$ cat src/rtl/axi_rr_arbiter_2x1.sv
// Two-master to one-slave AXI arbiter with independent round-robin write (AW/W/B) and read (AR/R) paths.
// A grant is held from address acceptance until the response completes, so bursts never interleave.
module axi_rr_arbiter_2x1 #(
   parameter int unsigned ADDR_WIDTH = 32,
   parameter int unsigned DATA_WIDTH = 32,
   parameter int unsigned ID_WIDTH   = 4,
   localparam int unsigned AWP = ID_WIDTH + ADDR_WIDTH + 4 + 3 + 2,
   localparam int unsigned WP  = DATA_WIDTH + DATA_WIDTH / 8 + 1,
   localparam int unsigned RP  = DATA_WIDTH + 3
) (
   input  logic             clk,
   input  logic             rst,
   input  logic [1:0]       m_awvalid,
   output logic [1:0]       m_awready,
   input  logic [2*AWP-1:0] m_aw_pay,
   input  logic [1:0]       m_wvalid,
   output logic [1:0]       m_wready,
   input  logic [2*WP-1:0]  m_w_pay,
   output logic [1:0]       m_bvalid,
   input  logic [1:0]       m_bready,
   output logic [1:0]       m_bresp,
   input  logic [1:0]       m_arvalid,
   output logic [1:0]       m_arready,
   input  logic [2*AWP-1:0] m_ar_pay,
   output logic [1:0]       m_rvalid,
   input  logic [1:0]       m_rready,
   output logic [RP-1:0]    m_r_pay,
   output logic             s_awvalid,
   input  logic             s_awready,
   output logic [AWP-1:0]   s_aw_pay,
   output logic             s_wvalid,
   input  logic             s_wready,
   output logic [WP-1:0]    s_w_pay,
   input  logic             s_bvalid,
   output logic             s_bready,
   input  logic [1:0]       s_bresp,
   output logic             s_arvalid,
   input  logic             s_arready,
   output logic [AWP-1:0]   s_ar_pay,
   input  logic             s_rvalid,
   output logic             s_rready,
   input  logic [RP-1:0]    s_r_pay,
   output logic [1:0]       wr_grant,
   output logic [1:0]       rd_grant,
   output logic             wlast_err
);

   localparam int unsigned LEN_LSB = 5;

   typedef enum logic [1:0] {WR_IDLE = 2'd0, WR_ADDR = 2'd1, WR_DATA = 2'd2, WR_RESP = 2'd3} wr_state_t;
   typedef enum logic [1:0] {RD_IDLE = 2'd0, RD_ADDR = 2'd1, RD_DATA = 2'd2} rd_state_t;

   wr_state_t  wr_state, wr_state_nxt;
   rd_state_t  rd_state, rd_state_nxt;
   logic       wr_ptr, rd_ptr;
   logic [3:0] wr_len, wr_cnt;
   logic       wr_g, rd_g;
   logic       aw_hs, w_hs, b_hs, ar_hs, r_hs, w_last_beat;

   // Winning index: a lone requester wins, on contention the master that did not go last wins.
   function automatic logic rr_pick(input logic [1:0] req, input logic ptr);
      return (req == 2'b11) ? ~ptr : req[1];
   endfunction

   assign wr_g        = wr_grant[1];
   assign rd_g        = rd_grant[1];
   assign aw_hs       = s_awvalid & s_awready;
   assign w_hs        = s_wvalid & s_wready;
   assign b_hs        = s_bvalid & s_bready;
   assign ar_hs       = s_arvalid & s_arready;
   assign r_hs        = s_rvalid & s_rready;
   assign w_last_beat = (wr_cnt == wr_len);
   assign m_bresp     = s_bresp;
   assign m_r_pay     = s_r_pay;

   always_ff @(posedge clk or posedge rst) begin
      if (rst) wr_state <= WR_IDLE;
      else     wr_state <= wr_state_nxt;
   end

   always_comb begin
      wr_state_nxt = wr_state;
      case (wr_state)
         WR_IDLE: if (|m_awvalid)          wr_state_nxt = WR_ADDR;
         WR_ADDR: if (aw_hs)               wr_state_nxt = WR_DATA;
         WR_DATA: if (w_hs && w_last_beat) wr_state_nxt = WR_RESP;
         WR_RESP: if (b_hs)                wr_state_nxt = WR_IDLE;
         default:                          wr_state_nxt = WR_IDLE;
      endcase
   end

   // Write channel muxing driven by the registered grant.
   always_comb begin
      m_awready = 2'b00;
      m_wready  = 2'b00;
      m_bvalid  = 2'b00;
      s_awvalid = 1'b0;
      s_aw_pay  = '0;
      s_wvalid  = 1'b0;
      s_w_pay   = '0;
      s_bready  = 1'b0;
      case (wr_state)
         WR_ADDR: begin
            s_awvalid       = m_awvalid[wr_g];
            s_aw_pay        = wr_g ? m_aw_pay[2*AWP-1:AWP] : m_aw_pay[AWP-1:0];
            m_awready[wr_g] = s_awready;
         end
         WR_DATA: begin
            s_wvalid       = m_wvalid[wr_g];
            s_w_pay        = wr_g ? m_w_pay[2*WP-1:WP] : m_w_pay[WP-1:0];
            m_wready[wr_g] = s_wready;
         end
         WR_RESP: begin
            m_bvalid[wr_g] = s_bvalid;
            s_bready       = m_bready[wr_g];
         end
         default: ;
      endcase
   end

   // The burst ends on the beat count; wlast only feeds the sticky error flag.
   always_ff @(posedge clk or posedge rst) begin
      if (rst) begin
         wr_grant  <= 2'b00;
         wr_ptr    <= 1'b1;
         wr_len    <= 4'd0;
         wr_cnt    <= 4'd0;
         wlast_err <= 1'b0;
      end else begin
         case (wr_state)
            WR_IDLE: if (|m_awvalid) wr_grant <= rr_pick(m_awvalid, wr_ptr) ? 2'b10 : 2'b01;
            WR_ADDR: if (aw_hs) begin
               wr_len <= s_aw_pay[LEN_LSB +: 4];
               wr_cnt <= 4'd0;
            end
            WR_DATA: if (w_hs) begin
               wr_cnt <= wr_cnt + 4'd1;
               if (s_w_pay[0] != w_last_beat) wlast_err <= 1'b1;
            end
            WR_RESP: if (b_hs) begin
               wr_ptr   <= wr_g;
               wr_grant <= 2'b00;
            end
            default: ;
         endcase
      end
   end

   always_ff @(posedge clk or posedge rst) begin
      if (rst) rd_state <= RD_IDLE;
      else     rd_state <= rd_state_nxt;
   end

   always_comb begin
      rd_state_nxt = rd_state;
      case (rd_state)
         RD_IDLE: if (|m_arvalid)     rd_state_nxt = RD_ADDR;
         RD_ADDR: if (ar_hs)          rd_state_nxt = RD_DATA;
         RD_DATA: if (r_hs && s_r_pay[0]) rd_state_nxt = RD_IDLE;
         default:                     rd_state_nxt = RD_IDLE;
      endcase
   end

   always_comb begin
      m_arready = 2'b00;
      m_rvalid  = 2'b00;
      s_arvalid = 1'b0;
      s_ar_pay  = '0;
      s_rready  = 1'b0;
      case (rd_state)
         RD_ADDR: begin
            s_arvalid       = m_arvalid[rd_g];
            s_ar_pay        = rd_g ? m_ar_pay[2*AWP-1:AWP] : m_ar_pay[AWP-1:0];
            m_arready[rd_g] = s_arready;
         end
         RD_DATA: begin
            m_rvalid[rd_g] = s_rvalid;
            s_rready       = m_rready[rd_g];
         end
         default: ;
      endcase
   end

   always_ff @(posedge clk or posedge rst) begin
      if (rst) begin
         rd_grant <= 2'b00;
         rd_ptr   <= 1'b1;
      end else begin
         case (rd_state)
            RD_IDLE: if (|m_arvalid) rd_grant <= rr_pick(m_arvalid, rd_ptr) ? 2'b10 : 2'b01;
            RD_DATA: if (r_hs && s_r_pay[0]) begin
               rd_ptr   <= rd_g;
               rd_grant <= 2'b00;
            end
            default: ;
         endcase
      end
   end

endmodule

$ cat config.mk
export PLATFORM = sky130hd
export DESIGN_NAME = axi_rr_arbiter_2x1
export DESIGN_NICKNAME = d
export VERILOG_FILES = /design/src/rtl/axi_rr_arbiter_2x1.sv
export SDC_FILE = /design/constraint.sdc
export NUM_CORES = 1
export LEC_CHECK = 0
export ABC_CLOCK_PERIOD_IN_PS = 2300
export BUFFER_PORTS_ARGS = -buffer_cell sky130_fd_sc_hd__buf_2
export CAP_MARGIN = 20
export CORE_AREA = 2 2 194 196
export CTS_CLUSTER_DIAMETER = 80
export DETAILED_ROUTE_END_ITERATION = 10
export DIE_AREA = 0 0 196 198
export MAX_ROUTING_LAYER = met4
export PLACE_DENSITY = 0.43
export SYNTH_ARGS = -nofsm -noshare
export SYNTH_HDL_FRONTEND = slang
export SYNTH_SLANG_ARGS = --single-unit
export TNS_END_PERCENT = 30
$ cat constraint.sdc
create_clock -name clk -period 2.3 [get_ports clk]
set_input_delay 0.345 -clock clk [delete_from_list [all_inputs] [get_ports clk]]
set_output_delay 0.345 -clock clk [all_outputs]
set_load 0.05 [all_outputs]
* Word-level counts from Yosys, hierarchy flattened
Cells that the tools add are included.
** Storage, ports and cells
- ROM bits :: 0
- Memories :: 0
- Flip-flop bits (word level) :: 19
- Logic and storage cells :: 113
- Input bits :: 308
- Output and inout bits :: 184
- RAM bits :: 0
- Latch bits :: 0
** Cells by class
- Shift operators :: 0
- $add $sub $neg :: 1
- Equality and inequality tests :: 17
- Reductions and logical operators :: 20
- Magnitude comparators :: 4
- Multiplexer cells :: 50
- Bitwise gates (word level) :: 12
- Div/mod/pow operators :: 0
- Multipliers :: 0
** Operators by type and width (count)
- 45-bit two-way mux :: 4
- 37-bit two-way mux :: 2
- 2-bit two-way mux :: 16
- 1-bit two-way mux :: 19
- 2-bit != test (second input constant) :: 8
- 3-bit AND reduction :: 5
- 2-bit AND :: 5
- 2-bit equality test (second input constant) :: 5
- 4-bit two-way mux :: 2
- 2-bit one-hot mux with 2 select lines :: 2
- 2-bit one-hot mux with 4 select lines :: 1
- 4-bit one-hot mux with 2 select lines :: 1
- 2-bit one-hot mux with 3 select lines :: 1
- 2-bit AND reduction :: 3
- 2-bit nonzero test :: 3
- 1-bit AND :: 5
- 4-bit by 1-bit adder with 4-bit output (second input constant) :: 1
- 2-bit by 1-bit equality test with 1-bit output (second input constant) :: 2
- 4-bit equality test :: 1
- 1-bit logical AND :: 4
- 2-bit zero test :: 2
- 1-bit by 2-bit < comparator with 1-bit output (second input constant) :: 2
- 4-bit AND reduction :: 1
- 2-bit OR reduction :: 2
- other kinds (4) :: 7

* Logic depth before layout (Yosys ltp)
- Word-level depth :: 7
- Mapped depth :: 7

* Worst setup path after synthesis
No wires, ideal clock.
- Kind :: reg2out
- From :: reg rd_grant[1]
- To :: out m_arready[0]
- Slack :: -313 ps
- Path buffers :: 3
- Data arrival time :: 2268 ps
- Required time :: 1955 ps
- Stages on the path, launching flop included :: 5
- Cells stage by stage :: dfrtp_1 -> buf_2 -> buf_4 -> buf_2 -> nor3_1
** Between the ends
- Word-level cells in the longest chain between the ends :: 6
- Elaborated cells between the ends (all ways) :: 7
- Those cells by class :: order compare (2); mux (3); bitwise (1); reduce/logical (1)
** Ends and longest elaborated chain
- from (decl) :: line 44 : output logic [1:0] rd_grant,
- from (signal assigned) :: line 190 : RD_IDLE: if (|m_arvalid) rd_grant <= rr_pick(m_arvalid, rd_ptr) ? 2'b10 : 2'b01;
- 1-bit by 2-bit < comparator with 1-bit output (not written as such) / 1-bit >= comparator (equally long branches) :: line 174 : m_arready[rd_g] = s_arready;
- 1-bit logical AND (not written as such) :: line 174
- 1-bit two-way mux (not written as such) :: line 174
- 1-bit demux with 1-bit select (*) :: line 174
- 2-bit AND (no source line) (*)
- 2-bit two-way mux (*) :: line 170 : case (rd_state)
- to (decl) :: line 23 : output logic [1:0] m_arready,
Every way passes the cells marked *; elsewhere a longest branch is shown, timed or not.

* Final worst setup path
- From :: reg wr_grant[1]
- To :: out s_aw_pay[3]
** Between the ends
- Word-level cells in the longest chain between the ends :: 2
** Ends and longest elaborated chain
- from (decl) :: line 43 : output logic [1:0] wr_grant,
- from (signal assigned) :: line 131 : WR_IDLE: if (|m_awvalid) wr_grant <= rr_pick(m_awvalid, wr_ptr) ? 2'b10 : 2'b01;
- 45-bit two-way mux :: line 105 : s_aw_pay = wr_g ? m_aw_pay[2*AWP-1:AWP] : m_aw_pay[AWP-1:0];
- 45-bit two-way mux :: line 102 : case (wr_state)
- to (decl) :: line 30 : output logic [AWP-1:0] s_aw_pay,
Every way passes these cells.

==> metrics <==
outcome completed; CP Depth 5; 1st-pass router iterations 4; Synth Instances 452; WS Path Type reg2out; Setup Slack @ Placement 320.3 ps; clk root buf clkbuf_16; Synth async-reset ratio 100.0%; share of cells above drive strength 1 59.23%; CP arrival 1840 ps; htree depth 1; Distinct cells, synth 44; area of placed instances 5969 um^2; # rows 71; CP max stage cell dfrtp_4; Worst slew margin 64.37%; placed cell count 1294; gpl congestion 0.7884; Tightest Hold Check Type in2async; Yosys Warn Count 0; Post-CTS Hold Buffers 0; Iteration-0 DRC Markers 78; RSZ-0062 raised after global routing no; CTS Buf Count 3; Pwr Density 1524 nW/um^2; CTS tree done; Syn Std Cell Area 3446 um^2; largest net degree at the start of global routing 48; FF-to-FF path depth 5; CTS sink count 19; fin cells 1307; top cells by area, synth mux2i_1 38%, nor2_1 15%, dfrtp_1 12%; post-synthesis sequential area ratio 13.87%; cell with the most instances after synthesis nor2_1; final net count 1143; Buf/Inv on CP 3; Remaining Overflow, GRT 0; Max Buffers Root-to-Sink 2; drt via density 3.564; Avg Inst Size Synth 7.623 um^2; worst clock skew 7.290 ps; GRT Util Overall 8.813%; Design Power 9.300 mW; fin crit period 2184 ps; min setup slack post-route 115.6 ps; Reg clk slew, reported paths 60 ps; worst-margin pin slew 533.8 ps; io pins 492; CP delay by family, top buffers and inverters; TNS Setup 0 ps; Fin Hold WS 118.2 ps; WL final 18500 um; final core occ 16.51%; vias post-DR 4658; Post-synth EDFFs 0; Final setup viols 0; top cells by count, synth 138 x nor2_1, 132 x mux2i_1, 44 x buf_4, 17 x dfrtp_1, 12 x inv_1; Period Utilization, post-route 94.97%; Synth Flop Type dfrtp_1; area delta synth->final 77.09%; Die W 196 um; Yosys top cell area share 38.34%; Initial Utilization 9.324%; critical path cell sequence buf_12 > buf_4 > mux2i_1 > nor2_2 > buf_2; Yosys top cell by area mux2i_1; max incr delay on CP 540 ps; #FFs+latches synth 19; post-DP HPWL 16320 um; routed len/inst 14.15 um; global-route wire length before repair 25000 um; drc violations 0; initial antenna violation count 4; Critical Path Source Type register; core area 36960 um^2; Max Cap Violations 0; leakage 3.445 nW; CP Max Fanout 32; syn nets 765; design area 6102 um^2; Peak supply drop 774.4 uV; fin. max-slew vios 0; Die H 198 um; vias in the first global route 4348; Final Hold Viols 0; Detail Route Antenna Nets 0; clock latency on the worst-skew pair 260 ps; fmax 457.8 MHz; full die area 38810 um^2; port buffer count 419; Crit path required time 1960 ps; Crit. End Element output pin
cell families after synthesis:
| kind of cell | count (synthesis) | share of synthesized area (%) |
|---|---|---|
| mux | 141 | 41.47 |
| compound gates | 25 | 5.337 |
| simple gates | 176 | 21.82 |
| fa+ha+maj | 5 | 1.816 |
| flops | 19 | 13.87 |
| xor+xnor | 5 | 1.271 |
| buf+inv | 81 | 14.42 |
worst reg2reg max path, cell delays in order, from the launching register on:
cell and delay (ps):
dfrtp_4 570, buf_4 170, mux2i_1 200, nor2_1 110, o21ai_0 270, mux2_2 370
routing by layer:
metal  share of wire, %  GRT usage (%)  wire length (um)  vias to the layer above
met4                4.9          5.303               908                        0
met5                  0              -                 0                        -
li1                   -              -                 -                     2262
met3                7.0          1.124              1294                       45
met1                 35          8.454              6517                     2099
met2                 53          16.87              9779                      252
registers in the layout, summed over array words and instances (netlist names):
register	count
wr_len	4
rd_state	2
wlast_err	1
wr_state	2
wr_grant	2
wr_ptr	1
rd_grant	2
rd_ptr	1
wr_cnt	4
cell type report:
type,count,area [um^2]
antenna,4,10.01
clock buffer,3,75.07
clock inverter,1,5.005
fill,4218,30850
inverter,12,45.04
multi-input combinational,352,2541
sequential,19,483.0
tap,474,593.1
timing repair buffer,442,2350
path summary, 6_finish.rpt:
check	from	endpoint	slack, ps
min	rst	wr_grant[0]	120
max in group asynchronous	rst	wr_state[1]	1620
min in group clk	wlast_err	wlast_err	460
min reg2reg	wlast_err	wlast_err	460
max	wr_grant[1]	s_aw_pay[3]	120
max reg2reg	wr_grant[1]	wr_grant[0]	490
layout by cell type, fill, tap and decap left out, types with 2 or more instances in the layout:
cell / synthesis / layout
nand4_1: 3 / 3
clkbuf_16: 0 / 3
a32oi_1: 2 / 2
nor2_1: 138 / 116
mux2i_1: 132 / 132
dfstp_2: 2 / 2
dfrtp_1: 17 / 15
o22ai_1: 2 / 2
buf_2: 10 / 417
nor2_2: 1 / 23
a211oi_1: 3 / 3
diode_2: 0 / 4
inv_1: 12 / 11
nand3_1: 2 / 2
a21oi_1: 3 / 3
nor3_1: 4 / 2
xor2_1: 4 / 4
o21ai_0: 3 / 3
ha_1: 5 / 4
nand2_1: 8 / 8
mux2_2: 7 / 7
buf_4: 44 / 18
o21a_1: 2 / 2
nor2b_1: 3 / 3
nand4b_1: 2 / 2
and3_1: 6 / 6
buf_12: 0 / 6
o2bb2ai_1: 2 / 2
o211ai_1: 2 / 2
nand2b_1: 4 / 3
nor3_2: 0 / 2
where the power goes:
| part | internal [mW] | switching, mW |
|---|---|---|
| clock network | 0.233 | 0.131 |
| logic | 2.37 | 5.90 |
| registers | 0.465 | 0.201 |
| total | 3.07 | 6.23 |
repair_timing:
item,4_1_cts,5_1_grt
buffers inserted,0,5
endpoints found under the setup margin,0,12
gates resized for setup,0,2
(Power assumes the default switching activity.)
